$ cat src/rtl/ram_cfg_writer.sv
// Config-message sequencer: turns header + data-beat messages into consecutive
// RAM port-A writes, flagging messages whose s_last disagrees with the header count.
module ram_cfg_writer #(
  parameter int ADDR_BITS = 5,
  parameter int DATA_BITS = 32,
  parameter int CNT_BITS  = 5
) (
  input  logic                 clk,
  input  logic                 rst,
  input  logic [DATA_BITS-1:0] s_data,
  input  logic                 s_valid,
  input  logic                 s_last,
  output logic                 s_ready,
  output logic [ADDR_BITS-1:0] addra,
  output logic [DATA_BITS-1:0] dina,
  output logic                 ena,
  output logic                 wea,
  output logic                 busy,
  output logic                 done,
  output logic                 err_short,
  output logic                 err_long
);

  typedef enum logic [1:0] {
    IDLE  = 2'd0,
    WRITE = 2'd1,
    FLUSH = 2'd2
  } state_t;

  state_t               state_q, state_d;
  logic [ADDR_BITS-1:0] curAddr_q, curAddr_d;
  logic [CNT_BITS-1:0]  rem_q, rem_d;
  logic [ADDR_BITS-1:0] addra_q, addra_d;
  logic [DATA_BITS-1:0] dina_q, dina_d;
  logic                 wea_q, wea_d;
  logic                 busy_q, busy_d;
  logic                 done_q, done_d;
  logic                 errShort_q, errShort_d;
  logic                 errLong_q, errLong_d;
  logic                 accept;
  logic                 lastOfN;

  assign s_ready = 1'b1;
  assign accept  = s_valid;
  // rem_q holds beats still expected minus one, so zero marks the Nth beat
  assign lastOfN = (rem_q == '0);

  always_ff @(posedge clk) begin
    if (rst) begin
      state_q    <= IDLE;
      curAddr_q  <= '0;
      rem_q      <= '0;
      addra_q    <= '0;
      dina_q     <= '0;
      wea_q      <= 1'b0;
      busy_q     <= 1'b0;
      done_q     <= 1'b0;
      errShort_q <= 1'b0;
      errLong_q  <= 1'b0;
    end else begin
      state_q    <= state_d;
      curAddr_q  <= curAddr_d;
      rem_q      <= rem_d;
      addra_q    <= addra_d;
      dina_q     <= dina_d;
      wea_q      <= wea_d;
      busy_q     <= busy_d;
      done_q     <= done_d;
      errShort_q <= errShort_d;
      errLong_q  <= errLong_d;
    end
  end

  always_comb begin
    state_d   = state_q;
    curAddr_d = curAddr_q;
    rem_d     = rem_q;
    unique case (state_q)
      IDLE: begin
        if (accept && !s_last) begin
          state_d   = WRITE;
          curAddr_d = s_data[ADDR_BITS-1:0];
          rem_d     = s_data[ADDR_BITS+CNT_BITS-1:ADDR_BITS];
        end
      end
      WRITE: begin
        if (accept) begin
          curAddr_d = curAddr_q + 1'b1;
          rem_d     = rem_q - 1'b1;
          if (s_last)       state_d = IDLE;
          else if (lastOfN) state_d = FLUSH;
        end
      end
      FLUSH: begin
        if (accept && s_last) state_d = IDLE;
      end
      default: state_d = IDLE;
    endcase
  end

  always_comb begin
    addra_d    = addra_q;
    dina_d     = dina_q;
    wea_d      = 1'b0;
    done_d     = 1'b0;
    errShort_d = 1'b0;
    errLong_d  = 1'b0;
    busy_d     = (state_d != IDLE);
    if (state_q == WRITE && accept) begin
      wea_d      = 1'b1;
      addra_d    = curAddr_q;
      dina_d     = s_data;
      done_d     = s_last && lastOfN;
      errShort_d = s_last && !lastOfN;
      errLong_d  = !s_last && lastOfN;
    end else if (state_q == IDLE && accept && s_last) begin
      errShort_d = 1'b1;
    end
  end

  assign addra     = addra_q;
  assign dina      = dina_q;
  assign ena       = wea_q;
  assign wea       = wea_q;
  assign busy      = busy_q;
  assign done      = done_q;
  assign err_short = errShort_q;
  assign err_long  = errLong_q;

endmodule
$ cat config.mk
export PLATFORM = sky130hd
export DESIGN_NAME = ram_cfg_writer
export DESIGN_NICKNAME = d
export VERILOG_FILES = /design/src/rtl/ram_cfg_writer.sv
export SDC_FILE = /design/constraint.sdc
export NUM_CORES = 1
export LEC_CHECK = 0
export BUFFER_PORTS_ARGS = -buffer_cell sky130_fd_sc_hd__buf_2
export CORE_ASPECT_RATIO = 0.5
export CORE_MARGIN = 10
export CORE_UTILIZATION = 30
export CTS_CLUSTER_SIZE = 20
export DETAILED_ROUTE_END_ITERATION = 7
export PLACE_DENSITY = 0.61
export SYNTH_ARGS = -nofsm -noshare
export SYNTH_HDL_FRONTEND = slang
export SYNTH_SLANG_ARGS = --single-unit
$ cat constraint.sdc
create_clock -name clk -period 2.65 [get_ports clk]
set_input_delay 0.3975 -clock clk [delete_from_list [all_inputs] [get_ports clk]]
set_output_delay 0.3975 -clock clk [all_outputs]
set_load 0.005 [all_outputs]
==> flow_metrics.tcl, run 1 <==
set metrics [dict create \
    vias_per_cell 4.44 \
    p_leak_nw 1.18 \
    r2r-start "state_q[0]" \
    clock_sinks 54 \
    synth_edf_count 0 \
    setup_ws_ns 0.942 \
    setup.worst_path.start_class "flip-flop" \
    dieArea_sq_mm 0.0115 \
    synthCells 270 \
    start_util_pct 30.6 \
    area_delta_synth_final_pct 23.6 \
    endpoint_kind "flip-flop" \
    hold_viol_final 0 \
    drtPass1Iterations 4 \
    core_sq_mm 0.00729 \
    routed_wirelength_mm 5.53 \
    timing.fmax_ghz 0.585 \
    netlist_area_sq_mm 0.00223 \
    final_cells 431 \
    r2r_cells 4 \
    crit_slowest_cell "dfxtp_1" \
    grt-ovfl-total 0 \
    outcome "finished, final reports clean" \
    antenna_found_initial 0 \
    antennaDiodeCount 0 \
    rsz0062_at_grt "false" \
    ys_seq_elements 54 \
    cts_inserted_buffers 5 \
    ys_types 41 \
    r2r_end "dina[22]" \
    ys_seq_area_share_pct 48.4 \
    setup-violations-final 0 \
    worst_pin_slew_ns 0.815 \
    worstSkewPairLatency_ns 0.29 \
    finalClockSkew_ns 0.00589 \
    period_needed_ns 1.71 \
    critical_path.max_fanout 38 \
    num-nets-final 373 \
    drcViolationCount 0 \
    gp_congestion 0.753 \
    cts_root_buf "clkbuf_16" \
    async_flop_share_pct 0 \
    layout_common_cells "nand2_1, buf_2, dfxtp_1" \
    hold_buffers 0 \
    postSynthAreaPerCell_sq_um 8.27 \
    hp-class "in -> reg" \
    dp_hpwl_mm 3.97 \
    power.density_mw_per_mm2 614 \
    grt_max_degree 44 \
    drive_gt1_share_pct 29.0 \
    critPathKind "reg -> reg" \
    power_frac_seq_pct 51.0 \
    power_frac_comb_pct 10.5 \
    ir_worst_vdd_mv 0.283 \
    fin_util_pct 37.8 \
    dp_cells 423 \
    synthFlopType "dfxtp_1" \
    critPathTopFamily "simple AND/OR/NAND/NOR gates" \
    die_w_um 142 \
    hold_path_end "dina[30]" \
    dp_slack_ns 0.939 \
    min_from "s_data[30]" \
    critPathArrivalTime_ns 1.92 \
    clkPwrFrac_pct 38.5 \
    path_clk_slew_ns 0.07 \
    grt_first_pass_wirelength_mm 8.97 \
    cpPeakStageDelay_ns 0.57 \
    min_period_over_period_pct 64.5 \
    cts_setup_buffers 0 \
    cap_violations 0 \
    io_pins 80 \
    yosysWarningCount 0 \
    h-tree-depth 2 \
    cts_tree "yes" \
    drtIter0Drc 94 \
    synthesis.nets 309 \
    postRouteAntennaNets 0 \
    cp_data_required_time_ns 2.86 \
    p_switching_w 0.000419 \
    drv_slew 0 \
    layout_commonest_cell "nand2_1" \
    wl_per_cell_um 12.8 \
    setup_tns_ns 0 \
    io_buffers 78 \
    postCtsResizedCells 0 \
    num_vias 1915 \
    rows 22 \
    critical_path_buf_inv_count 0 \
    min_path_cells 3 \
    timing.reg2reg.setup_slack_ns 0.94 \
    switching_share_pct 24.8 \
    clockBufferDepth 2 \
    relSlewSlack_pct 45.6 \
    die_height_um 81.0 \
    p_int_w 0.00127 \
    worstPathCellList "and2b_1, and2_4, nand2_1, a21oi_1" \
    grt.total_usage_pct 9.16 \
    grt_pass1_vias 1793 \
]
power by group through the flow:
| stage | Clock (W) | Combinational (W) | Sequential (W) |
|---|---|---|---|
| 6_report | 0.000653 | 0.000177 | 0.000864 |
| 5_1_grt | 0.000722 | 0.000201 | 0.000868 |
| 4_1_cts | 0.000681 | 0.000181 | 0.000864 |
| 3_5_place_dp | 0 | 0.000180 | 0.000883 |
| 3_3_place_gp | 0 | 0.000182 | 0.000882 |
| 2_1_floorplan | 0 | 0.000124 | 0.000878 |
layout make-up:
type                    count  area [sq um]
clock buffers               5           125
clock inverters             3          25.0
fillers                   756          4530
inverters                   2          7.51
multi-input cells         192          1000
flip-flops and latches     54          1080
well taps                  96           120
repair buffers             79           398
kinds of logic after synthesis:
logic type      share of synthesized area, %
other cells                            0.168
fa+ha+maj                               1.68
buf+inv                                 6.67
compound gates                          17.2
mux                                    0.952
simple gates                            24.9
flops                                   48.4
Yosys cell counts, types with 2 or more instances:
cell type	count	area [sq um]
dfxtp_1	54	1080
inv_1	2	7.51
buf_6	5	56.3
nand3b_1	3	22.5
nand2_1	82	308
nor2_1	6	22.5
clkbuf_1	8	30.0
a21oi_2	2	17.5
buf_2	5	25.0
ha_1	3	37.5
nand3_1	3	15.0
a21oi_1	51	255
o21ai_0	7	35.0
nand2b_1	3	18.8
and2_1	4	25.0
nor3_1	4	20.0
buf_4	4	30.0
worst max-delay path by stage:
stage / from / to / depth (start not counted)
5_1_grt: state_q[0] / state_q[1] / 4
4_1_cts: state_q[0] / dina[22] / 4
2_1_floorplan: state_q[1] / addra[0] / 7
3_5_place_dp: state_q[0] / dina[22] / 4
6_report: state_q[0] / dina[22] / 4
3_3_place_gp: state_q[0] / state_q[1] / 4
tightest hold or removal path: cells and delay by family:
family	cells	cell delay [ns]
simple gates	1	0.04
buf+inv	1	0.09
compound gates	1	0.05
per-layer routing:
metal,wire [um],share of wire (%),global-route usage [%],up-vias
met5,0,0,0,-
met4,43,0.78,2.43,0
met1,2400,43,10.5,856
li1,-,-,-,1026
met2,2760,50,16.3,28
met3,317,5.7,3.03,5
metrics by stage:
stage / hold WS, ns / instance area [sq um] / total power [W]
3_5_place_dp: 0.443 / 2610 / 0.00106
5_1_grt: 0.318 / 2760 / 0.00179
3_3_place_gp: 0.440 / 2610 / 0.00106
4_1_cts: 0.330 / 2760 / 0.00173
6_report: 0.336 / 2760 / 0.00169
2_1_floorplan: 0.441 / 2230 / 0.00100
state kept, by name, summed over array words and instances (netlist names):
signal,cells
state_q,2
dina,32
err_short,1
err_long,1
curAddr_q,5
addra,5
rem_q,5
busy,1
ena,1
done,1
No activity file was read; power rests on OpenSTA's default activity.
==> run 2: changes to the inputs <==
--- a/config.mk
+++ b/config.mk
@@ -5,6 +5,7 @@
 export SDC_FILE = /design/constraint.sdc
 export NUM_CORES = 1
 export LEC_CHECK = 0
+export ABC_AREA = 1
 export BUFFER_PORTS_ARGS = -buffer_cell sky130_fd_sc_hd__buf_2
 export CORE_ASPECT_RATIO = 0.5
 export CORE_MARGIN = 10
==> constraint.sdc (replaced) <==
create_clock -name clk -period 1.65 [get_ports clk]
set_input_delay 0.2475 -clock clk [delete_from_list [all_inputs] [get_ports clk]]
set_output_delay 0.2475 -clock clk [all_outputs]
set_load 0.005 [all_outputs]
==> run 2 against run 1 <==
Net effect:
- sequential share of layout area fell by 1.1 points
- via count up 6.0%
- clock skew about the same
- largest cell class unchanged
- critical endpoint is now curAddr_q[4]
- core utilization is 1.4 points higher
- hold slack worse by 0.14 ns
- critical path depth is 3 higher
- clock-buffer cell count grew 1
- combinational power rose by 84%
- critical path type unchanged
- setup slack got worse by 0.64 ns
==> flow_metrics.tcl, run 2 <==
set metrics [dict create \
    antenna_found_initial 0 \
    critical_path_buf_inv_count 1 \
    h-tree-depth 2 \
    endpoint_kind "flip-flop" \
    dp_cells 456 \
    drive_gt1_share_pct 28.8 \
    synth_top_cell_area_share_pct 48.8 \
    yosysWarningCount 0 \
    min_period_over_period_pct 81.7 \
    synthCells 294 \
    grt_first_pass_wirelength_mm 9.67 \
    setup-violations-final 0 \
    core_sq_mm 0.00724 \
    cpMostUsedCell "nand2_1" \
    layout_commonest_cell "nand2_1" \
    die_height_um 80.8 \
    cts_setup_buffers 0 \
    ir_worst_vdd_mv 0.435 \
    drtPass1Iterations 4 \
    io_pins 80 \
    drv_slew 0 \
    netlist_area_sq_mm 0.00222 \
    nFillCells 764 \
    clock_sinks 54 \
    critPathTopFamily "simple AND/OR/NAND/NOR gates" \
    cp_num_cells 7 \
    timing.fmax_ghz 0.742 \
    critical_path.max_fanout 11 \
    fin_hold_ws_ns 0.198 \
    critPathArrivalTime_ns 1.54 \
    postSynthAreaPerCell_sq_um 7.54 \
    clockBufferDepth 2 \
    r2r_end "curAddr_q[4]" \
    worstPathCellList "inv_1, nor2_2, o21ai_1, nand2_2, nand2_1, nand2_1, nor2_1" \
    async_flop_share_pct 0 \
    dieArea_sq_mm 0.0114 \
    ys_seq_elements 54 \
    yosysMostFrequentCell "nand2_1" \
    path_clk_slew_ns 0.07 \
    netlist_top_cells_area "dfxtp_1, nand2_1, a21oi_1" \
    final_cells 464 \
    r2r-start "state_q[0]" \
    num_vias 2029 \
    area_delta_synth_final_pct 28.1 \
    drcViolationCount 0 \
    finalClockSkew_ns 0.00589 \
    ys_seq_area_share_pct 48.8 \
    grt_pass1_vias 1951 \
    antennaDiodeCount 0 \
    period_needed_ns 1.35 \
    p_leak_nw 1.31 \
    vias_per_cell 4.37 \
    start_util_pct 30.6 \
    hold_viol_final 0 \
    crit_path_end "curAddr_q[4]" \
    io_buffers 78 \
    postRouteAntennaNets 0 \
    cts_inserted_buffers 5 \
    outcome "finished, final reports clean" \
    grt-ovfl-total 0 \
    cp_data_required_time_ns 1.84 \
    timing.reg2reg.setup_slack_ns 0.30 \
    ys_types 24 \
    crit_slowest_cell "dfxtp_1" \
    setup_tns_ns 0 \
    multi_input_area_sq_um 936 \
    synth_edf_count 0 \
    r2r_cells 7 \
    critPathKind "reg -> reg" \
    rows 22 \
    regArea_sq_mm 0.00108 \
    routed_wirelength_mm 5.95 \
    synthFlopType "dfxtp_1" \
    synth_largest_area_cell "dfxtp_1" \
    cts_root_buf "clkbuf_16" \
    cts_tree "yes" \
    gp_congestion 0.779 \
    layout_common_cells "nand2_1, buf_2, dfxtp_1" \
    grt_max_degree 25 \
    setup.worst_path.start_class "flip-flop" \
    cap_violations 0 \
    die_w_um 142 \
    hold_buffers 0 \
    hp-class "in -> reg" \
    drtIter0Drc 84 \
    synthesis.nets 333 \
    postCtsResizedCells 0 \
    synthTopCellsByCount "nand2_1, dfxtp_1, a21oi_1" \
    num-nets-final 406 \
    power.density_mw_per_mm2 1090 \
    largest_reg_flops 32 \
    dp_hpwl_mm 4.45 \
    crit_start "state_q[0]" \
    grt.total_usage_pct 10.1 \
    rsz0062_at_grt "false" \
    wl_per_cell_um 12.8 \
    cpPeakStageDelay_ns 0.43 \
    worstSkewPairLatency_ns 0.29 \
]
==> run 2: area by class of cell <==
| cell class | instances | area share (%) |
|---|---|---|
| clock buffers | 6 | 4.89 |
| clock inverters | 2 | 2.12 |
| inverters | 18 | 2.38 |
| multi-input cells | 204 | 33.0 |
| flip-flops and latches | 54 | 38.1 |
| well taps | 96 | 4.23 |
| repair buffers | 84 | 15.3 |
==> run 2: where the power goes <==
part | internal, W | leakage, nW | total (W) | switching, W
Clock | 0.000911 | 0.0971 | 0.00138 | 0.000464
Sequential | 0.00136 | 0.439 | 0.00140 | 0.0000384
Combinational | 0.000132 | 0.776 | 0.000325 | 0.000194
Total | 0.00240 | 1.31 | 0.00310 | 0.000696
==> run 2: per-stage QoR <==
step / util (%) / power (W) / cell area, sq um / setup WS (ns)
detailed placement: 36.5 / 0.00176 / 2640 / 0.313
finish: 39.2 / 0.00310 / 2840 / 0.302
floorplan: - / 0.00164 / 2220 / 0.528
global route: 39.2 / 0.00325 / 2840 / 0.152
CTS: 39.2 / 0.00314 / 2840 / 0.306
global placement: 36.5 / 0.00175 / 2640 / 0.337
==> run 2: worst min-delay path by stage <==
stage | startpoint | to | slack (ns) | cells past startpoint
floorplan | s_last | done | 0.39 | 2
global placement | dina[21] | dina[21] | 0.45 | 2
detailed placement | dina[3] | dina[3] | 0.45 | 2
CTS | s_data[10] | dina[10] | 0.20 | 3
global route | s_data[21] | dina[21] | 0.20 | 3
finish | s_data[10] | dina[10] | 0.20 | 3
==> run 2: kinds of logic (layout without fill, tap and decap cells) <==
kind of cell | Yosys count | after routing | synth area share [%]
buf+inv | 36 | 110 | 8.98
flops | 54 | 54 | 48.8
fa+ha+maj | 3 | 3 | 1.69
xor+xnor | 1 | 1 | 0.395
other cells | 1 | 1 | 0.169
compound gates | 60 | 60 | 14.0
simple gates | 139 | 139 | 26.0
==> run 2: worst reg2reg max path, cell delays in order, from the launching register on <==
cell and delay [ns]:
dfxtp_1 0.43, inv_1 0.09, nor2_2 0.35, o21ai_1 0.14, nand2_2 0.10, nand2_1 0.05
nand2_1 0.05, nor2_1 0.05
==> run 2: metal layers <==
metal  wire [um]  vias to the layer above  track usage, %
li1            -                     1077               -
met1        2610                      903            12.2
met2        2870                       44            17.5
met3         425                        5            3.03
met4          48                        0            2.43
met5           0                        -               0
